==> config.mk <==
export PLATFORM = sky130hd
export DESIGN_NAME = pattern_sequencer
export DESIGN_NICKNAME = d
export VERILOG_FILES = /design/src/rtl/pattern_sequencer.sv
export SDC_FILE = /design/constraint.sdc
export NUM_CORES = 1
export LEC_CHECK = 0
export CAP_MARGIN = 10
export CORE_ASPECT_RATIO = 1.5
export CORE_MARGIN = 4
export CORE_UTILIZATION = 54
export DETAILED_ROUTE_END_ITERATION = 6
export GPL_ROUTABILITY_DRIVEN = 0
export PLACE_DENSITY = 0.95
export SLEW_MARGIN = 10
export SYNTH_ARGS = -nofsm -noshare
export SYNTH_HDL_FRONTEND = slang
export SYNTH_SLANG_ARGS = --single-unit
==> constraint.sdc <==
create_clock -name clk -period 3.65 [get_ports clk]
set_input_delay 0.73 -clock clk [delete_from_list [all_inputs] [get_ports clk]]
set_output_delay 0.73 -clock clk [all_outputs]
set_load 0.03 [all_outputs]
==> src/rtl/pattern_sequencer.sv <==
// Pattern sequencer: plays a window of one pattern-bank buffer, repeated a
// programmed number of times, onto a valid/ready byte stream.
`timescale 1ns/1ps

module pattern_sequencer #(
    parameter  int unsigned BUF_WIDTH = 8,
    parameter  int unsigned BUF_SIZE  = 32,
    parameter  int unsigned NO_BUFS   = 8,
    parameter  int unsigned LOOP_W    = 8,
    localparam int unsigned FP_W      = $clog2(BUF_SIZE),
    localparam int unsigned BP_W      = $clog2(NO_BUFS)
) (
    input  logic                 clk,
    input  logic                 rst_n,
    input  logic                 start,
    input  logic                 abort,
    input  logic [BP_W-1:0]      cfg_buf,
    input  logic [FP_W-1:0]      cfg_first,
    input  logic [FP_W-1:0]      cfg_last,
    input  logic [LOOP_W-1:0]    cfg_loops,
    output logic [BP_W-1:0]      bufp,
    output logic [FP_W-1:0]      fieldp,
    input  logic [BUF_WIDTH-1:0] field_byte,
    output logic [BUF_WIDTH-1:0] pat_data,
    output logic                 pat_valid,
    input  logic                 pat_ready,
    output logic                 pat_last,
    output logic [LOOP_W-1:0]    loop_cnt,
    output logic                 busy,
    output logic                 done,
    output logic                 cfg_err
);

    typedef enum logic [1:0] {
        S_IDLE   = 2'd0,
        S_PRIME  = 2'd1,
        S_RUN    = 2'd2,
        S_FINISH = 2'd3
    } state_t;

    state_t               r_state;
    logic [FP_W-1:0]      r_first;
    logic [FP_W-1:0]      r_last;
    logic [LOOP_W-1:0]    r_loops;
    logic [BP_W-1:0]      r_bufp;
    logic [FP_W-1:0]      r_fieldp;
    logic [BUF_WIDTH-1:0] r_pat_data;
    logic                 r_pat_valid;
    logic                 r_pat_last;
    logic [LOOP_W-1:0]    r_loop_cnt;
    logic                 r_busy;
    logic                 r_done;
    logic                 r_cfg_err;

    logic                 w_at_last;
    logic [LOOP_W-1:0]    w_lc_inc;
    logic [FP_W-1:0]      w_fp_next;
    logic [LOOP_W-1:0]    w_lc_next;
    logic                 w_last_prime;
    logic                 w_last_run;

    // Pointer advance: wrap to the window start and count a completed pass (saturating)
    assign w_at_last    = (r_fieldp == r_last);
    assign w_lc_inc     = (r_loop_cnt == {LOOP_W{1'b1}}) ? r_loop_cnt : r_loop_cnt + LOOP_W'(1);
    assign w_fp_next    = w_at_last ? r_first : r_fieldp + FP_W'(1);
    assign w_lc_next    = w_at_last ? w_lc_inc : r_loop_cnt;
    // Byte being loaded closes the final pass of a finite run
    assign w_last_prime = w_at_last && (r_loops == LOOP_W'(1));
    assign w_last_run   = w_at_last && (r_loop_cnt == r_loops - LOOP_W'(1)) && (r_loops != '0);

    // Sequencer FSM with registered outputs; abort beats the handshake
    always_ff @(posedge clk or negedge rst_n) begin
        if (!rst_n) begin
            r_state     <= S_IDLE;
            r_first     <= '0;
            r_last      <= '0;
            r_loops     <= '0;
            r_bufp      <= '0;
            r_fieldp    <= '0;
            r_pat_data  <= '0;
            r_pat_valid <= 1'b0;
            r_pat_last  <= 1'b0;
            r_loop_cnt  <= '0;
            r_busy      <= 1'b0;
            r_done      <= 1'b0;
            r_cfg_err   <= 1'b0;
        end else begin
            r_done    <= 1'b0;
            r_cfg_err <= 1'b0;
            if (abort && (r_state != S_IDLE)) begin
                r_pat_valid <= 1'b0;
                r_pat_last  <= 1'b0;
                r_busy      <= 1'b0;
                r_state     <= S_IDLE;
            end else begin
                case (r_state)
                    S_IDLE: begin
                        if (start) begin
                            if (cfg_first <= cfg_last) begin
                                r_first    <= cfg_first;
                                r_last     <= cfg_last;
                                r_loops    <= cfg_loops;
                                r_bufp     <= cfg_buf;
                                r_fieldp   <= cfg_first;
                                r_loop_cnt <= '0;
                                r_busy     <= 1'b1;
                                r_state    <= S_PRIME;
                            end else begin
                                r_cfg_err  <= 1'b1;
                            end
                        end
                    end
                    S_PRIME: begin
                        r_pat_data  <= field_byte;
                        r_pat_valid <= 1'b1;
                        r_pat_last  <= w_last_prime;
                        r_fieldp    <= w_fp_next;
                        r_loop_cnt  <= w_lc_next;
                        r_state     <= S_RUN;
                    end
                    S_RUN: begin
                        if (r_pat_valid && pat_ready) begin
                            if (r_pat_last) begin
                                r_pat_valid <= 1'b0;
                                r_pat_last  <= 1'b0;
                                r_done      <= 1'b1;
                                r_state     <= S_FINISH;
                            end else begin
                                r_pat_data  <= field_byte;
                                r_pat_last  <= w_last_run;
                                r_fieldp    <= w_fp_next;
                                r_loop_cnt  <= w_lc_next;
                            end
                        end
                    end
                    S_FINISH: begin
                        r_busy  <= 1'b0;
                        r_state <= S_IDLE;
                    end
                    default: begin
                        r_busy  <= 1'b0;
                        r_state <= S_IDLE;
                    end
                endcase
            end
        end
    end

    assign bufp      = r_bufp;
    assign fieldp    = r_fieldp;
    assign pat_data  = r_pat_data;
    assign pat_valid = r_pat_valid;
    assign pat_last  = r_pat_last;
    assign loop_cnt  = r_loop_cnt;
    assign busy      = r_busy;
    assign done      = r_done;
    assign cfg_err   = r_cfg_err;

endmodule

### Word-level counts from Yosys, hierarchy flattened

Index checks and enable logic that the tools add are counted.

| word-level totals | value |
|---|---|
| register bits | 49 |
| input bits | 34 |
| output and inout port bits | 29 |
| word-level logic and storage cells | 94 |

| operators by class | value |
|---|---|
| $add $sub $neg | 3 |
| order comparisons | 1 |
| equality and inequality tests | 15 |
| mux-type cells | 42 |
| bitwise logic cells | 1 |
| reductions and logical operators | 19 |

Operators by type and width:

| operator | count |
|---|---|
| two-way mux 8 bit | 8 |
| two-way mux 5 bit | 5 |
| one-hot mux 8 bit (3 select lines) | 1 |
| two-way mux 1 bit | 17 |
| one-hot mux 8 bit (2 select lines) | 1 |
| one-hot mux 5 bit (3 select lines) | 1 |
| != test 3 bit, second input constant | 4 |
| AND reduction 4 bit | 3 |
| two-way mux 2 bit | 5 |
| nonzero test 3 bit | 3 |
| adder 8 x 1 -> 8 bit, second input constant | 1 |
| equality test 8 x 1 -> 1 bit, second input constant | 1 |
| equality test 8 bit | 1 |
| equality test 8 bit, second input constant | 1 |
| != test 2 bit, second input constant | 4 |
| one-hot mux 2 bit (4 select lines) | 1 |
| nonzero test 8 bit | 1 |
| subtractor 8 x 1 -> 8 bit, second input constant | 1 |
| one-hot mux 1 bit (2 select lines) | 3 |
| AND reduction 3 bit | 2 |
| AND reduction 6 bit | 1 |
| adder 5 x 1 -> 5 bit, second input constant | 1 |
| equality test 5 bit | 1 |
| <= comparator 5 bit | 1 |
| other kinds (7) | 13 |

### Logic depth before layout (Yosys ltp)

Gate-level depths: netlist of run 1.

| depth | value |
|---|---|
| depth in word-level cells | 8 |
| mapped depth | 10 |
| depth with buffers taken out | 8 |

### Least setup slack after synthesis of run 1

Ideal clock, no wire load.

| path | value |
|---|---|
| path type | input to register |
| from | in cfg_last[2] |
| to | reg r_bufp[2], in the netlist bufp[2] |
| library setup time | 128 ps |
| data arrival time | 2276 ps |
| required time | 3522 ps |
| path slack | 1247 ps |
| stages on the path | 9 |
| path buffers | 2 |
| cell sequence | inv_1 ha_1 nor2_1 a211oi_2 o22ai_1 nor2b_1 clkbuf_1 buf_2 mux2_1 |

| on the way | value |
|---|---|
| word-level cells in the longest chain between the ends | 2 |

RTL lines:

| item | RTL line | source |
|---|---|---|
| start: declaration | 19 | `input logic [FP_W-1:0] cfg_last,` |
| <= comparator 5 bit | 99 | `if (cfg_first <= cfg_last) begin` |
| AND reduction 4 bit (no source line) | n/a |  |
| end signal: assignment | 103 | `r_bufp <= cfg_buf;` |
| end: declaration | 45 | `logic [BP_W-1:0] r_bufp;` |

Every way passes these cells.
A chain may end at the register's enable or synchronous reset.

### Worst setup path after layout of run 1

| path | value |
|---|---|
| from | in cfg_last[4] |
| to | reg r_loop_cnt[4], in the netlist loop_cnt[4] |

| on the way | value |
|---|---|
| word-level cells in the longest chain between the ends | 3 |

RTL lines:

| item | RTL line | source |
|---|---|---|
| <= comparator 5 bit | 99 |  |
| != test 2 bit (no source line) | n/a |  |
| AND reduction 6 bit (no source line) | n/a |  |
| end signal: assignment | 118 | `r_loop_cnt <= w_lc_next;` |
| end signal: assignment | 132 | `r_loop_cnt <= w_lc_next;` |
| end: declaration | 50 | `logic [LOOP_W-1:0] r_loop_cnt;` |

Every way passes these cells.

==> flow_summary_export.csv, run 1 <==
group,metric,value,unit
global_route,grt_pass1_wl,10880,um
power,powerDensity,836.6,nW/um^2
cts,cts_max_path_buffers,2,
drt,route.met2.wl,3760,um
critical_path,path_buf_inv,2,
power,p_comb_frac,0.544,
synthesis,ys_warn_count,0,
critical_path,cp-start-kind,"primary input",
drt,ant_nets,0,
cts,clkTransAtPathRegs,0.09,ns
floorplan,start_util,0.5666,
critical_path,ff2ff_setup_slack,1.41,ns
critical_path,cpPeakStageDelay,0.48,ns
power,vdd_ir_drop_max,0.5538,mV
finish,drive_gt1_frac,0.1296,
drt,first_pass_iters,4,
power,leakage,1.478,nW
power,swShare,0.4401,
global_route,grt_antenna_before_repair,0,
floorplan,core_area,4887,um^2
global_route,grt_pass1_vias,2409,
power,p_switching,1.305,mW
drt,drt-initial-drc-count,96,
floorplan,dieHeight,95.70,um
global_route,grt_remaining_overflow,0,
cts,cts_setup_buffers,0,
sta,finalHoldViolations,0,
critical_path,worstPathMaxFanout,8,
power,power_frac_clock,0.111,
sta,tightest_slew,1.104,ns
floorplan,die_area,6361,um^2
cts,ctsResizeCount,0,
synthesis,ys_async_sr_fraction,1.000,
synthesis,synth_area,2769,um^2
synthesis,syn_area_per_cell,10.69,um^2
place,dp_hpwl,5126,um
drt,routedWlPerCell,16.99,um
synthesis,synth_fp_nets,307,
synthesis,ys_ff_latch,49,
sta,setup_tns,0,ns
drt,routedLengthMet1,2385,um
flow_run,maxCapViolCount,0,
min_path,worstHoldPathType,"flop to flop",
drt,met3_length,265,um
sta,fmax,362.0,MHz
cts,cts.sinks,49,
drt,num_vias,2232,
cts,tritoncts,"done",
floorplan,rows,31,
sta,slew_violations,0,
finish,instances_no_fill,390,
sta,post-route-min-period,2.762,ns
place,dp.cells,382,
synthesis,synth_edf_count,0,
sta,maxSlewHeadroom,0.2639,
global_route,grt_max_degree,50,
place,port_buffers,62,
floorplan,ios,63,
critical_path,cp_cell_sequence,"clkdlybuf4s50_1 > inv_1 > ha_1 > a21oi_1 > nand2_1 > o221ai_2 > nand4_1 > or3_1 > a21oi_1",
sta,rsz0062_at_grt,"no",
finish,syn_to_final_growth,28.02,%
synthesis,ys_seq_area_frac,0.4428,
synthesis,ys.flop_type,"dfrtp_1",
drt,dr.max_layer_used,"met4",
critical_path,cpMaxStageDelayCell,"clkdlybuf4s50_1",
critical_path,critPathCaptureType,"flop",
sta,period_share,0.7568,
power,pwr-share-seq,0.345,
drt,routed_wl,6628,um
power,power.internal,1.660,mW
critical_path,setup.worst_path.class,"primary input to flop",
status,status,"finished, final reports clean",
cts,cts_root_buf,"clkbuf_8",
synthesis,synth_cell_types,44,
cts,ctsHoldBuffers,0,
critical_path,arrival,2.99,ns
finish,nets,371,
sta,setup_violations,0,
finish,n_antenna_cell,0,
global_route,track_usage,0.2240,
floorplan,dieWidth,66.47,um
critical_path,required,3.88,ns
critical_path,path_delay_family,"simple AND/OR/NAND/NOR gates",
cts,htree_levels,2,
cts,cts_buffers,5,
sta,fin_worst_skew,0.006655,ns
cts,insertion_delay,0.31,ns
synthesis,syn_inst,259,
drt,vias_per_cell,5.723,
critical_path,path_common_cell,"a21oi_1",
drt,drc,0,
-- layout by cell type (no fill, tap or decap), drive strengths merged, types with 3 or more instances in the layout --
master,netlist,routed
a211o,3,3
a21oi,13,13
a2bb2oi,3,3
buf,3,3
clkbuf,4,5
clkdlybuf4s50,0,61
dfrtp,49,49
ha,14,14
inv,15,16
mux2,31,31
nand2,21,21
nand3,11,11
nand4,4,4
nor2,15,15
nor2b,4,4
nor3,3,3
nor4b,3,3
o21ai,12,12
o31ai,4,4
or4,3,3
xnor2,17,17
xor2,4,4
-- worst paths after layout --
check / from / endpoint / cells past startpoint
worst max-delay path: cfg_last[4] / loop_cnt[4] / 9
max in group asynchronous: rst_n / r_loops[3] / 1
worst min register to register: bufp[2] / bufp[2] / 1
worst max register to register: r_state[0] / fieldp[0] / 8
worst min-delay path: bufp[2] / bufp[2] / 1
min in group asynchronous: rst_n / r_last[2] / 1
-- flip-flops by register name (all words and copies together), names as in the netlist --
| register | cells |
|---|---|
| pat_valid | 1 |
| r_first | 5 |
| busy | 1 |
| pat_data | 8 |
| done | 1 |
| r_last | 5 |
| cfg_err | 1 |
| r_state | 2 |
| r_loops | 8 |
| loop_cnt | 8 |
| fieldp | 5 |
| bufp | 3 |
| pat_last | 1 |
-- cell families after synthesis --
| kind of cell | count (synthesis) | synth area share |
|---|---|---|
| compound gates | 46 | 0.1103 |
| xor+xnor | 21 | 0.07998 |
| fa+ha+maj | 14 | 0.06326 |
| buf+inv | 22 | 0.03117 |
| flops | 49 | 0.4428 |
| mux | 31 | 0.1261 |
| simple gates | 76 | 0.1464 |
-- metrics by stage --
stage | worst slack (ns) | cell area (um^2) | hold WS [ns] | total power, mW | util
finish | 0.8876 | 3545 | 0.4933 | 2.965 | 0.7253
global route | 0.6863 | 3545 | 0.5197 | 3.166 | 0.7253
detailed placement | 0.5531 | 3455 | 0.4789 | 2.646 | 0.7069
floorplan | 1.247 | 2769 | 0.4344 | 2.113 | -
global placement | 0.6959 | 3455 | 0.4698 | 2.572 | 0.7069
CTS | 0.8860 | 3545 | 0.5004 | 2.978 | 0.7253
-- power by group through the flow --
stage                     clock network, mW  logic (mW)  registers (mW)
final                                 0.329        1.61            1.02
after global routing                  0.358        1.76            1.05
after CTS                             0.334        1.62            1.02
after detailed placement                  0        1.61            1.03
after global placement                    0        1.56            1.01
after floorplan                           0       0.916            1.20
-- cell usage after synthesis, types with 2 or more instances --
library cell | n | share of area
a211o_1 | 3 | 0.0095
nand4_1 | 4 | 0.0090
xnor2_1 | 12 | 0.038
nand3_2 | 2 | 0.0072
mux2_2 | 16 | 0.065
nand2b_1 | 2 | 0.0045
o21ai_0 | 12 | 0.022
mux2_1 | 15 | 0.061
a31oi_1 | 2 | 0.0045
and3_1 | 2 | 0.0045
nor3_1 | 3 | 0.0054
xnor2_2 | 5 | 0.029
buf_2 | 3 | 0.0054
o31ai_1 | 3 | 0.0081
nand3_1 | 9 | 0.016
or4_1 | 3 | 0.0081
nor2_1 | 14 | 0.019
a2bb2oi_1 | 3 | 0.0095
nor2b_1 | 4 | 0.0090
xor2_1 | 4 | 0.013
o22ai_1 | 2 | 0.0045
and2_1 | 2 | 0.0045
inv_1 | 15 | 0.020
nand2_1 | 20 | 0.027
a21oi_1 | 13 | 0.023
ha_1 | 14 | 0.063
clkbuf_1 | 4 | 0.0054
dfrtp_1 | 49 | 0.44
nor4b_1 | 3 | 0.0095
or3_1 | 2 | 0.0045
-- area by class of cell --
class                   count  area (um^2)
repair buffers             64        630.6
inverters                  15        56.30
fillers                   382         1343
flip-flops and latches     49         1226
clock buffers               5        68.82
well taps                  66        82.58
multi-input cells         188         1459
clock inverters             3        21.27
-- layer usage --
layer / track usage / vias to the layer above
met3: 0.03388 / 24
met5: 0 / -
met1: 0.2258 / 1093
met2: 0.4383 / 68
met4: 0.1000 / 0
li1: - / 1047
(Power assumes the default switching activity.)
==> run 2: changes to the inputs <==
--- a/config.mk
+++ b/config.mk
@@ -8,10 +8,10 @@
 export CAP_MARGIN = 10
 export CORE_ASPECT_RATIO = 1.5
 export CORE_MARGIN = 4
-export CORE_UTILIZATION = 54
+export CORE_UTILIZATION = 50
 export DETAILED_ROUTE_END_ITERATION = 6
 export GPL_ROUTABILITY_DRIVEN = 0
-export PLACE_DENSITY = 0.95
+export PLACE_DENSITY = 0.9
 export SLEW_MARGIN = 10
 export SYNTH_ARGS = -nofsm -noshare
 export SYNTH_HDL_FRONTEND = slang
==> constraint.sdc (replaced) <==
create_clock -name clk -period 2.78 [get_ports clk]
set_input_delay 0.556 -clock clk [delete_from_list [all_inputs] [get_ports clk]]
set_output_delay 0.556 -clock clk [all_outputs]
set_load 0.03 [all_outputs]
==> flow_summary_export.csv, run 2 (synthesized netlist as in run 1, its figures left out) <==
group,metric,value,unit
status,status,"finished, final reports clean",
drt,first_pass_iters,4,
sta,setup_tns,0,ns
critical_path,required,2.96,ns
drt,num_vias,2293,
power,powerDensity,1086,nW/um^2
cts,cts_buffers,5,
critical_path,cpMaxStageDelayCell,"nor2b_4",
critical_path,cp-start-kind,"primary input",
sta,finalHoldViolations,0,
cts,cts_max_path_buffers,2,
drt,vias_per_cell,5.704,
floorplan,ios,63,
finish,final_common_cell,"clkdlybuf4s50_1",
finish,n_antenna_cell,0,
cts,cts_setup_buffers,0,
place,dp_hpwl,4996,um
sta,period_share,0.9693,
floorplan,dieHeight,99.14,um
flow_run,maxCapViolCount,0,
critical_path,arrival,2.88,ns
sta,post-route-min-period,2.695,ns
global_route,grt_pass1_wl,10740,um
finish,drive_gt1_frac,0.1587,
sta,slew_violations,0,
finish,nets,382,
power,leakage,1.535,nW
finish,syn_to_final_growth,31.59,%
global_route,grt_max_degree,50,
cts,tritoncts,"done",
critical_path,cp_cell_sequence,"clkdlybuf4s50_1 > inv_1 > ha_1 > a21o_1 > o22ai_1 > nor2b_4 > mux2_2",
cts,insertion_delay,0.29,ns
power,vdd_ir_drop_max,0.7864,mV
drt,drc,0,
global_route,grt_remaining_overflow,0,
cts,clkTransAtPathRegs,0.09,ns
drt,routedWlPerCell,16.99,um
sta,fin_worst_skew,0.004127,ns
sta,tightest_slew,0.6214,ns
floorplan,rows,32,
critical_path,cpPeakStageDelay,0.51,ns
drt,routed_wl,6829,um
floorplan,core_area,5245,um^2
drt,ant_nets,0,
sta,rsz0062_at_grt,"yes",
place,port_buffers,62,
critical_path,setup.worst_path.class,"primary input to flop",
sta,hold-worst-slack,0.3439,ns
sta,setup_violations,0,
sta,maxSlewHeadroom,0.5857,
critical_path,critPathCaptureType,"flop",
floorplan,start_util,0.5279,
cts,cts.sinks,49,
global_route,grt_pass1_vias,2349,
cts,cts_root_buf,"clkbuf_8",
global_route,track_usage,0.2075,
critical_path,path_buf_inv,2,
sta,fmax,371.1,MHz
cts,htree_levels,2,
critical_path,path_delay_family,"compound AO/OA/AOI/OAI gates",
critical_path,worstPathMaxFanout,12,
finish,mostFrequentLayoutCells,"clkdlybuf4s50_1 (61), dfrtp_1 (49), nand2_1 (20)",
min_path,worstHoldPathType,"primary input to asynchronous set/reset pin",
floorplan,die_area,6817,um^2
global_route,grt_antenna_before_repair,0,
drt,drt-initial-drc-count,144,
floorplan,dieWidth,68.76,um
run 2: changes by cell type in the layout (fill, tap and decap cells not counted), sizes merged:
cell / before / now
buf: 3 / 13
clkbuf: 5 / 6
clkinv: 1 / 0
inv: 16 / 15
nor2b: 4 / 5
run 2: worst reg2reg max path, delay by kind of cell, from the launching register on:
kind | cells | cell delay, ns
simple gates | 5 | 1.07
fa+ha+maj | 1 | 0.25
flops | 1 | 0.41
compound gates | 1 | 0.19
buf+inv | 1 | 0.10
run 2: repair_timing:
action,CTS,global route
hold buffers,0,0
resized for setup,1,2
cloned,0,1
setup endpoints to repair,22,21
run 2: final timing paths:
kind | endpoint | depth (start not counted) | startpoint | slack (ns)
worst max-delay path | bufp[1] | 7 | cfg_last[4] | 0.09
worst min-delay path | r_first[0] | 2 | rst_n | 0.34
worst max register to register | loop_cnt[5] | 8 | r_state[0] | 0.67
worst min register to register | bufp[2] | 1 | bufp[2] | 0.50
max in group asynchronous | bufp[0] | 2 | rst_n | 2.01
min in group clk | bufp[2] | 1 | bufp[2] | 0.50
run 2: per-stage QoR:
step / cell area (um^2) / utilization / total power, mW / worst slack [ns] / std cells
global route: 3643 / 0.6947 / 4.223 / -0.01032 / 402
CTS: 3627 / 0.6916 / 3.956 / 0.07097 / 401
global placement: 3532 / 0.6734 / 3.416 / -0.4478 / 394
floorplan: 2769 / - / 2.774 / 0.5508 / 259
finish: 3643 / 0.6947 / 3.955 / 0.08530 / 402
detailed placement: 3532 / 0.6734 / 3.505 / -0.5919 / 394
run 2: cell type report:
class | count | area, um^2
clock buffers | 6 | 82.58
clock inverters | 1 | 7.507
fillers | 397 | 1602
inverters | 15 | 56.30
multi-input cells | 189 | 1480
flip-flops and latches | 49 | 1226
well taps | 68 | 85.08
repair buffers | 74 | 705.7
run 2: routing by layer:
metal,GRT usage,up-vias,share of wire
li1,-,1068,-
met1,0.2264,1126,0.35
met2,0.3848,77,0.57
met3,0.04181,22,0.048
met4,0.06456,0,0.033
met5,0,-,0
run 2: report_power, final:
group / switching [mW] / internal, mW / leakage, nW / total, mW
clock: 0.226 / 0.197 / 0.0433 / 0.423
combinational: 1.17 / 1.02 / 0.890 / 2.19
sequential: 0.325 / 1.02 / 0.602 / 1.34
==> run 3: changes to the inputs <==
--- a/config.mk
+++ b/config.mk
@@ -8,10 +8,10 @@
 export CAP_MARGIN = 10
 export CORE_ASPECT_RATIO = 1.5
 export CORE_MARGIN = 4
-export CORE_UTILIZATION = 50
+export CORE_UTILIZATION = 40
 export DETAILED_ROUTE_END_ITERATION = 6
 export GPL_ROUTABILITY_DRIVEN = 0
-export PLACE_DENSITY = 0.9
+export PLACE_DENSITY = 0.76
 export SLEW_MARGIN = 10
 export SYNTH_ARGS = -nofsm -noshare
 export SYNTH_HDL_FRONTEND = slang
==> flow_summary_export.csv, run 3 (synthesized netlist as in run 1, its figures left out) <==
group,metric,value,unit
drt,num_vias,2211,
critical_path,cp_cell_sequence,"clkdlybuf4s50_1 > inv_1 > ha_1 > nand2b_1 > a211oi_2 > o221ai_2 > nand2_1 > nor4_1 > a211o_1",
global_route,track_usage,0.1571,
finish,post-route-util,0.5537,
cts,cts_max_path_buffers,2,
drt,vias_per_cell,5.432,
sta,setup_violations,0,
finish,final_common_cell,"clkdlybuf4s50_1",
status,status,"finished, final reports clean",
critical_path,required,2.97,ns
critical_path,cpMaxStageDelayCell,"clkdlybuf4s50_1",
drt,first_pass_iters,4,
power,powerDensity,1116,nW/um^2
sta,post-route-min-period,2.445,ns
floorplan,dieWidth,75.93,um
critical_path,r2r-start,"fieldp[0]",
drt,drc,0,
critical_path,worstPathMaxFanout,9,
finish,n_antenna_cell,0,
global_route,grt_antenna_before_repair,0,
global_route,grt_pass1_wl,10670,um
sta,fin_worst_skew,0.008655,ns
cts,insertion_delay,0.30,ns
floorplan,core_area,6621,um^2
critical_path,ff2ff_setup_slack,0.73,ns
sta,setup_tns,0,ns
floorplan,dieHeight,109.9,um
drt,ant_nets,0,
floorplan,die_area,8345,um^2
critical_path,arrival,2.63,ns
power,leakage,1.538,nW
place,dp_hpwl,5038,um
finish,nets,378,
critical_path,path_delay_family,"compound AO/OA/AOI/OAI gates",
sta,maxSlewHeadroom,0.5611,
floorplan,start_util,0.4182,
cts,ctsResizeCount,0,
drt,routed_wl,6421,um
global_route,grt_pass1_vias,2315,
place,port_buffers,62,
drt,drt-initial-drc-count,73,
sta,slew_violations,0,
floorplan,rows,36,
min_path,worstHoldPathType,"primary input to asynchronous set/reset pin",
cts,tritoncts,"done",
critical_path,cp-start-kind,"primary input",
sta,tightest_slew,0.6583,ns
global_route,grt_remaining_overflow,0,
drt,routedWlPerCell,15.78,um
power,vdd_ir_drop_max,0.5314,mV
cts,ctsHoldBuffers,0,
cts,htree_levels,2,
cts,cts.sinks,49,
finish,design_area,3666,um^2
cts,cts_buffers,5,
critical_path,cpPeakStageDelay,0.48,ns
sta,fmax,409.0,MHz
cts,cts_root_buf,"clkbuf_8",
sta,period_share,0.8796,
cts,cts_setup_buffers,0,
finish,syn_to_final_growth,32.40,%
global_route,grt_max_degree,30,
critical_path,setup.worst_path.class,"primary input to flop",
critical_path,regToRegEndpoint,"fieldp[2]",
place,place_area,3532,um^2
critical_path,path_buf_inv,2,
finish,mostFrequentLayoutCells,"clkdlybuf4s50_1 (61), dfrtp_1 (49), nand2_1 (20)",
floorplan,ios,63,
critical_path,reg2reg_depth,6,
finish,drive_gt1_frac,0.1480,
sta,rsz0062_at_grt,"no",
flow_run,maxCapViolCount,0,
critical_path,critPathCaptureType,"flop",
cts,clkTransAtPathRegs,0.09,ns
sta,finalHoldViolations,0,
## run 3: worst max-delay path by stage
stage	startpoint	to	slack (ns)	cells past startpoint
floorplan	cfg_last[2]	bufp[2]	0.55	9
finish	cfg_last[1]	fieldp[0]	0.33	9
detailed placement	cfg_last[4]	loop_cnt[7]	0.06	9
global route	cfg_last[4]	loop_cnt[5]	0.21	9
global placement	cfg_last[4]	loop_cnt[7]	0.12	9
CTS	cfg_last[4]	loop_cnt[7]	0.37	9
## run 3: per-stage QoR
stage          std cells  hold WS (ns)  power, mW  setup WS, ns
2_1_floorplan        259        0.2604      2.774        0.5508
3_3_place_gp         399        0.4677      3.462        0.1155
3_5_place_dp         399        0.4784      3.522       0.06347
4_1_cts              407        0.2973      4.140        0.3684
5_1_grt              407        0.3119      4.381        0.2127
6_report             407        0.2731      4.092        0.3348
## run 3: layer usage
layer  track usage  share of wire
met1        0.1724           0.40
met3       0.03443          0.041
met5             0              0
met4       0.06870          0.028
met2        0.2886           0.53
## run 3: cell type report
| type | instances | area (um^2) |
|---|---|---|
| tap | 76 | 95.09 |
| clock inverter | 3 | 65.06 |
| fill | 600 | 2955 |
| sequential | 49 | 1226 |
| multi-input combinational | 188 | 1459 |
| clock buffer | 5 | 68.82 |
| timing repair buffer | 71 | 695.7 |
| inverter | 15 | 56.30 |
## run 3: power breakdown
group / total [mW] / internal (mW) / switching [mW]
registers: 1.33 / 1.02 / 0.312
clock network: 0.596 / 0.357 / 0.238
logic: 2.17 / 1.03 / 1.13
